--- src/rtl/iob_parking_sensor_pkg.sv ---
// Shared constants for the parking-sensor peripheral: register map, event
// entry layout and CTRL bit positions.
package iob_parking_sensor_pkg;

  localparam int ADDR_STATUS     = 0;
  localparam int ADDR_FREE_CNT   = 1;
  localparam int ADDR_EVT_POP    = 2;
  localparam int ADDR_FIFO_LEVEL = 3;
  localparam int ADDR_CTRL       = 4;
  localparam int ADDR_TS         = 5;

  // Event entry: [31] new state, [30:24] spot index, [23:0] timestamp
  localparam int ENTRY_W   = 32;
  localparam int STATE_BIT = 31;
  localparam int IDX_LSB   = 24;
  localparam int IDX_W     = STATE_BIT - IDX_LSB;
  localparam int TS_W      = 24;

  localparam int CTRL_EN  = 0;
  localparam int CTRL_CLR = 1;

endpackage

--- src/rtl/iob_parking_sensor_fifo.sv ---
// First-word-fall-through synchronous FIFO; push while full is accepted only
// when a pop happens in the same cycle, clear overrides everything.
module iob_parking_sensor_fifo #(
  parameter int DATA_W  = 32,
  parameter int DEPTH_W = 4
) (
  input  logic              clk,
  input  logic              rst,
  input  logic              push,
  input  logic [DATA_W-1:0] din,
  input  logic              pop,
  input  logic              clear,
  output logic              full,
  output logic              empty,
  output logic [DEPTH_W:0]  level,
  output logic [DATA_W-1:0] dout
);
  localparam int DEPTH = 1 << DEPTH_W;
  localparam int LVL_W = DEPTH_W + 1;

  logic [DATA_W-1:0]  mem_q [DEPTH];
  logic [DEPTH_W-1:0] wr_ptr_q, rd_ptr_q;
  logic [LVL_W-1:0]   level_q, level_d;
  logic               do_push, do_pop;

  assign full    = (level_q == LVL_W'(DEPTH));
  assign empty   = (level_q == '0);
  assign do_pop  = pop && !empty;
  assign do_push = push && (!full || do_pop);
  assign level   = level_q;
  assign dout    = mem_q[rd_ptr_q];

  always_comb begin
    level_d = level_q;
    if (do_push && !do_pop) begin
      level_d = level_q + LVL_W'(1);
    end else if (!do_push && do_pop) begin
      level_d = level_q - LVL_W'(1);
    end
  end

  always_ff @(posedge clk) begin
    if (!rst || clear) begin
      wr_ptr_q <= '0;
      rd_ptr_q <= '0;
      level_q  <= '0;
    end else begin
      if (do_push) wr_ptr_q <= wr_ptr_q + DEPTH_W'(1);
      if (do_pop)  rd_ptr_q <= rd_ptr_q + DEPTH_W'(1);
      level_q <= level_d;
    end
  end

  always_ff @(posedge clk) begin
    if (do_push) mem_q[wr_ptr_q] <= din;
  end

endmodule

--- src/rtl/iob_parking_sensor.sv ---
// Parking-spot sensor peripheral: synchronised and debounced occupancy inputs,
// free-spot count and a timestamped change-event FIFO behind an IOb responder.
module iob_parking_sensor
  import iob_parking_sensor_pkg::*;
#(
  parameter int N_SPOTS      = 32,
  parameter int DEB_CYCLES   = 16,
  parameter int FIFO_DEPTH_W = 4,
  parameter int ADDR_W       = 3,
  parameter int DATA_W       = 32
) (
  input  logic               clk,
  input  logic               rst,
  input  logic               valid,
  input  logic [ADDR_W-1:0]  address,
  input  logic [DATA_W-1:0]  wdata,
  input  logic [3:0]         wstrb,
  output logic [DATA_W-1:0]  rdata,
  output logic               ready,
  input  logic [N_SPOTS-1:0] sensor_in
);
  localparam int CNT_W = $clog2(DEB_CYCLES);

  logic [N_SPOTS-1:0]  sync1_q, sync2_q, occ_q, pend_q, pend_d, toggle, push_oh;
  logic                en_q, en_d, ovf_q, ovf_d, ready_q;
  logic [31:0]         ts_q, ts_d;
  logic [DATA_W-1:0]   rdata_q, rdata_d;
  logic                rd_en, wr_en, ctrl_wr, clr, pop, push;
  logic [IDX_W-1:0]    push_idx;
  logic [ENTRY_W-1:0]  entry, fifo_dout;
  logic                fifo_full, fifo_empty;
  logic [FIFO_DEPTH_W:0] fifo_level;
  logic                unused_wdata;

  assign unused_wdata = ^wdata[DATA_W-1:CTRL_CLR+1];

  assign rd_en   = valid && !(|wstrb);
  assign wr_en   = valid && (|wstrb);
  assign ctrl_wr = wr_en && wstrb[0] && (address == ADDR_W'(ADDR_CTRL));
  assign clr     = ctrl_wr && wdata[CTRL_CLR];
  assign en_d    = ctrl_wr ? wdata[CTRL_EN] : en_q;
  assign ts_d    = en_q ? ts_q + 32'd1 : ts_q;
  assign pop     = rd_en && (address == ADDR_W'(ADDR_EVT_POP));

  // Per-spot debounce: a change is accepted after DEB_CYCLES consecutive
  // differing synchronised samples while enabled.
  for (genvar g = 0; g < N_SPOTS; g++) begin : g_deb
    logic [CNT_W-1:0] cnt_q, cnt_d;
    logic             diff, tc;

    assign diff      = sync2_q[g] ^ occ_q[g];
    assign tc        = (cnt_q == CNT_W'(DEB_CYCLES - 1));
    assign toggle[g] = en_q && diff && tc;

    always_comb begin
      cnt_d = '0;
      if (en_q && diff && !tc) cnt_d = cnt_q + CNT_W'(1);
    end

    always_ff @(posedge clk) begin
      if (!rst) cnt_q <= '0;
      else      cnt_q <= cnt_d;
    end
  end

  // Lowest-index pending spot is logged each cycle
  assign push_oh = pend_q & (~pend_q + N_SPOTS'(1));
  assign push    = (|pend_q) && !clr;
  assign pend_d  = (pend_q & ~push_oh) | toggle;
  assign ovf_d   = clr ? 1'b0 : (ovf_q | (push && fifo_full && !pop));

  always_comb begin
    push_idx = '0;
    for (int i = 0; i < N_SPOTS; i++) begin
      if (push_oh[i]) push_idx = IDX_W'(i);
    end
  end

  always_comb begin
    entry                   = '0;
    entry[STATE_BIT]        = |(occ_q & push_oh);
    entry[IDX_LSB +: IDX_W] = push_idx;
    entry[TS_W-1:0]         = ts_q[TS_W-1:0];
  end

  always_comb begin
    rdata_d = '0;
    if (rd_en) begin
      case (address)
        ADDR_W'(ADDR_STATUS):     rdata_d[N_SPOTS-1:0] = occ_q;
        ADDR_W'(ADDR_FREE_CNT):   rdata_d = DATA_W'(N_SPOTS - $countones(occ_q));
        ADDR_W'(ADDR_EVT_POP):    rdata_d = fifo_empty ? '0 : DATA_W'(fifo_dout);
        ADDR_W'(ADDR_FIFO_LEVEL): begin
          rdata_d[DATA_W-1]       = ovf_q;
          rdata_d[FIFO_DEPTH_W:0] = fifo_level;
        end
        ADDR_W'(ADDR_CTRL):       rdata_d[CTRL_EN] = en_q;
        ADDR_W'(ADDR_TS):         rdata_d = DATA_W'(ts_q);
        default:                  rdata_d = '0;
      endcase
    end
  end

  // sensor_in is asynchronous; two flops before anything looks at it
  always_ff @(posedge clk) begin
    if (!rst) begin
      sync1_q <= '0;
      sync2_q <= '0;
      occ_q   <= '0;
      pend_q  <= '0;
      en_q    <= 1'b0;
      ovf_q   <= 1'b0;
      ts_q    <= '0;
      rdata_q <= '0;
      ready_q <= 1'b0;
    end else begin
      sync1_q <= sensor_in;
      sync2_q <= sync1_q;
      occ_q   <= occ_q ^ toggle;
      pend_q  <= pend_d;
      en_q    <= en_d;
      ovf_q   <= ovf_d;
      ts_q    <= ts_d;
      rdata_q <= rdata_d;
      ready_q <= valid;
    end
  end

  assign rdata = rdata_q;
  assign ready = ready_q;

  iob_parking_sensor_fifo #(
    .DATA_W  (ENTRY_W),
    .DEPTH_W (FIFO_DEPTH_W)
  ) u_fifo (
    .clk   (clk),
    .rst   (rst),
    .push  (push),
    .din   (entry),
    .pop   (pop),
    .clear (clr),
    .full  (fifo_full),
    .empty (fifo_empty),
    .level (fifo_level),
    .dout  (fifo_dout)
  );

endmodule

--- config.mk ---
export PLATFORM = sky130hd
export DESIGN_NAME = iob_parking_sensor
export DESIGN_NICKNAME = d
export VERILOG_FILES = /design/src/rtl/iob_parking_sensor_pkg.sv /design/src/rtl/iob_parking_sensor_fifo.sv /design/src/rtl/iob_parking_sensor.sv
export SDC_FILE = /design/constraint.sdc
export NUM_CORES = 1
export LEC_CHECK = 0
export BUFFER_PORTS_ARGS = -buffer_cell sky130_fd_sc_hd__buf_2
export CORE_ASPECT_RATIO = 1.1
export CORE_MARGIN = 1
export CORE_UTILIZATION = 50
export DETAILED_ROUTE_END_ITERATION = 8
export HOLD_SLACK_MARGIN = 0.12
export PLACE_DENSITY = 0.73
export SYNTH_ARGS = -nofsm -noshare
export SYNTH_HDL_FRONTEND = slang
export SYNTH_SLANG_ARGS = --single-unit
--- constraint.sdc ---
create_clock -name clk -period 6.3 [get_ports clk]
set_input_delay 1.89 -clock clk [delete_from_list [all_inputs] [get_ports clk]]
set_output_delay 1.89 -clock clk [all_outputs]
set_load 0.03 [all_outputs]
==> flow_summary_export.csv <==
group,metric,value,unit
run_status,outcome,"finished, violations left",
run_status,violations,"design-rule violations",
sta,clock_skew,25.4,ps
global_route,overflow,0,
finish,nets,2652,
sta,worstMarginPinSlew,1170,ps
detailed_routing,route.vias.total,19686,
logic_synthesis,synth-async-reset-ratio,0,%
finish,syn2layout_area_growth,12.1,%
setup_path,cp-start-kind,"flop",
logic_synthesis,synthCells,2396,
logic_synthesis,synth.most_common_cell,"edfxtp_1",
clocking,hold_buffers,0,
sta,fmax,167,MHz
min_path,hp-start,"sync1_q[20]",
power,switching_share,19.9,%
floorplan,die_y,272,um
setup_path,cp.required,6820,ps
sta,min_period,6000,ps
sta,drv_slew,0,
detailed_routing,firstDrtPassIters,7,
placement,port_buffers,76,
finish,antennaDiodeCount,0,
power,power_density,286,nW/um^2
floorplan,initial_utilization,50.7,%
global_route,grt_pass1_vias,20398,
detailed_routing,drt-total-wl,76.3,mm
power,leakagePower,13.5,nW
clocking,clock_sinks,820,
sta,hold_violations,0,
setup_path,r2r-end,"rdata[23]",
finish,fill_cells,4945,
logic_synthesis,netlist.area_leader.share,43.6,%
global_route,grt_pass1_wl,117,mm
job,maxCapViolations,0,
min_path,hold_path_depth,1,
logic_synthesis,synth_flop_cell,"edfxtp_1",
placement,pre_cts_slack,305,ps
clocking,path_clk_slew,60,ps
setup_path,end_kind,"flop",
clocking,clk_latency,640,ps
detailed_routing,viasPerCell,5.80,
setup_path,arrival,6510,ps
clocking,post_cts_buffers,0,
logic_synthesis,syn_nets,2567,
logic_synthesis,avgSynthCellArea,13.8,sq um
min_path,hold_end,"sync2_q[20]",
logic_synthesis,syn_area,33000,sq um
power,combPwrFrac,0.8,%
sta,relSlewSlack,22.3,%
sta,whs,427,ps
logic_synthesis,synthDistinctLibCells,70,
global_route,grt_usage,23.1,%
sta,layout_setup_ws,302,ps
logic_synthesis,synth_edf_count,480,
detailed_routing,drc,4,
logic_synthesis,ys_warn_count,0,
logic_synthesis,synth.area.top_cells,"edfxtp_1 (44%), dfxtp_1 (21%), mux4_2 (8.2%)",
placement,placed_area,34300,sq um
clocking,cts-root-buf,"clkbuf_16",
setup_path,rr_worst_depth,18,
logic_synthesis,yosysSeqAreaShare,64.3,%
floorplan,dieArea,67100,sq um
detailed_routing,ant_nets,0,
finish,fin_util,56.8,%
power,peakVddDrop,205,uV
clocking,cts_resized,0,
global_route,antenna_found_initial,2,
sta,rsz0062_at_grt,"no",
finish,fin_cells,3393,
clocking,cts_max_path_buffers,3,
sta,setup_tns,0,ps
setup_path,worstPathMaxFanout,18,
logic_synthesis,synth-seq-cells,820,
finish,fin_area,37000,sq um
global_route,grt_max_degree,68,
floorplan,std_cell_rows,98,
logic_synthesis,yosysTopAreaCell,"edfxtp_1",
clocking,cts_tree,"done",
finish,final_layout_size_suffix_gt1_share,16.7,%
floorplan,pin_count,107,
logic_synthesis,yosys-top-cells-count,"edfxtp_1 (480), dfxtp_1 (340), nor2_1 (202)",
floorplan,die_x,247,um
placement,place_inst,3252,
min_path,hold_class,"flop to flop",
setup_path,reg2reg_from,"occ_q[29]",
sta,period_share,95.2,%
power,power.share.clock,46.0,%
floorplan,fp.coreArea,65100,sq um
power,intPower,8.48,mW
power,seqPwrFrac,53.2,%
setup_path,criticalPathCategory,"flop to flop",
placement,dp_hpwl,48.3,mm
sta,setup_violations,0,
power,switchingPower,2.10,mW
power,power,10.6,mW
placement,gp_congestion,0.932,
detailed_routing,drt_iter0_markers,1878,
detailed_routing,wl_per_cell,22.5,um
clocking,htreeDepth,3,
clocking,cts_buffers,77,
setup_path,r2r_slack,300,ps
## critical path: stages, from the launching register on
cell and delay [ps]:
dfxtp_1 410, inv_1 150, fa_1 570, ha_1 140
inv_1 50, fa_1 550, fa_1 540, fa_1 460
fa_1 510, fa_1 470, fa_1 520, inv_1 40
ha_1 210, a21o_1 180, a21oi_1 290, mux2i_2 240
buf_4 270, a21oi_1 110, a21o_1 170
## power by group through the flow
stage | Sequential, mW | Combinational [mW] | Clock [mW]
2_1_floorplan | 5.75 | 0.0486 | 0
3_3_place_gp | 5.75 | 0.0787 | 0
3_5_place_dp | 5.75 | 0.0810 | 0
4_1_cts | 5.63 | 0.0815 | 4.94
5_1_grt | 5.63 | 0.0892 | 5.12
6_report | 5.63 | 0.0813 | 4.87
## cell usage in the layout, fill, tap and decap left out, types with 76 or more instances in the layout
| cell | count |
|---|---|
| buf_2 | 76 |
| inv_1 | 125 |
| nand2_1 | 115 |
| edfxtp_1 | 480 |
| nor2_1 | 201 |
| nand3_1 | 115 |
| clkbuf_16 | 78 |
| a22oi_1 | 83 |
| mux4_2 | 120 |
| dfxtp_1 | 338 |
| xor2_1 | 109 |
| a21oi_1 | 76 |
## sequential cells by signal, summed over array words and instances, names as in the netlist, 5 cells and up, named ones only
signal	cells
rdata	32
g_deb.cnt_q	128
occ_q	32
sync1_q	32
u_fifo.level	5
ts_q	32
u_fifo.mem_q	480
pend_q	32
sync2_q	32
## worst max-delay path by stage
stage,start,endpoint,slack [ps],cells past startpoint
2_1_floorplan,occ_q[29],rdata[22],510,18
3_3_place_gp,occ_q[23],rdata[20],400,18
3_5_place_dp,occ_q[29],rdata[19],310,18
4_1_cts,occ_q[29],rdata[24],270,18
5_1_grt,occ_q[29],rdata[24],80,18
6_report,occ_q[29],rdata[23],300,18
## layout make-up
type                    instances  area [sq um]  share of cell area, %
clock inverters                36           473                   1.28
flip-flops and latches        820         21200                   57.4
clock buffers                 105          2210                   5.98
repair buffers                107           626                   1.69
multi-input cells            1349         10900                   29.5
inverters                     126           474                   1.28
well taps                     850          1060                   2.87
## kinds of logic (layout without fill, tap and decap cells)
logic type      after synthesis  after routing  synth area share, %
mux                         132            132                 8.56
xor+xnor                    161            161                 4.27
compound gates              271            271                 5.40
buf+inv                     227            374                 2.74
flops                       820            820                 64.3
simple gates                688            688                 10.5
fa+ha+maj                    97             97                 4.29
## routing by layer
| layer | global-route usage, % | vias up | share of wire (%) |
|---|---|---|---|
| met5 | 0 | - | 0 |
| met4 | 9.32 | 0 | 3.4 |
| met3 | 3.00 | 158 | 6.2 |
| met2 | 40.3 | 740 | 51 |
| met1 | 29.1 | 9873 | 39 |
| li1 | - | 8915 | - |
No activity file was read; power rests on OpenSTA's default activity.
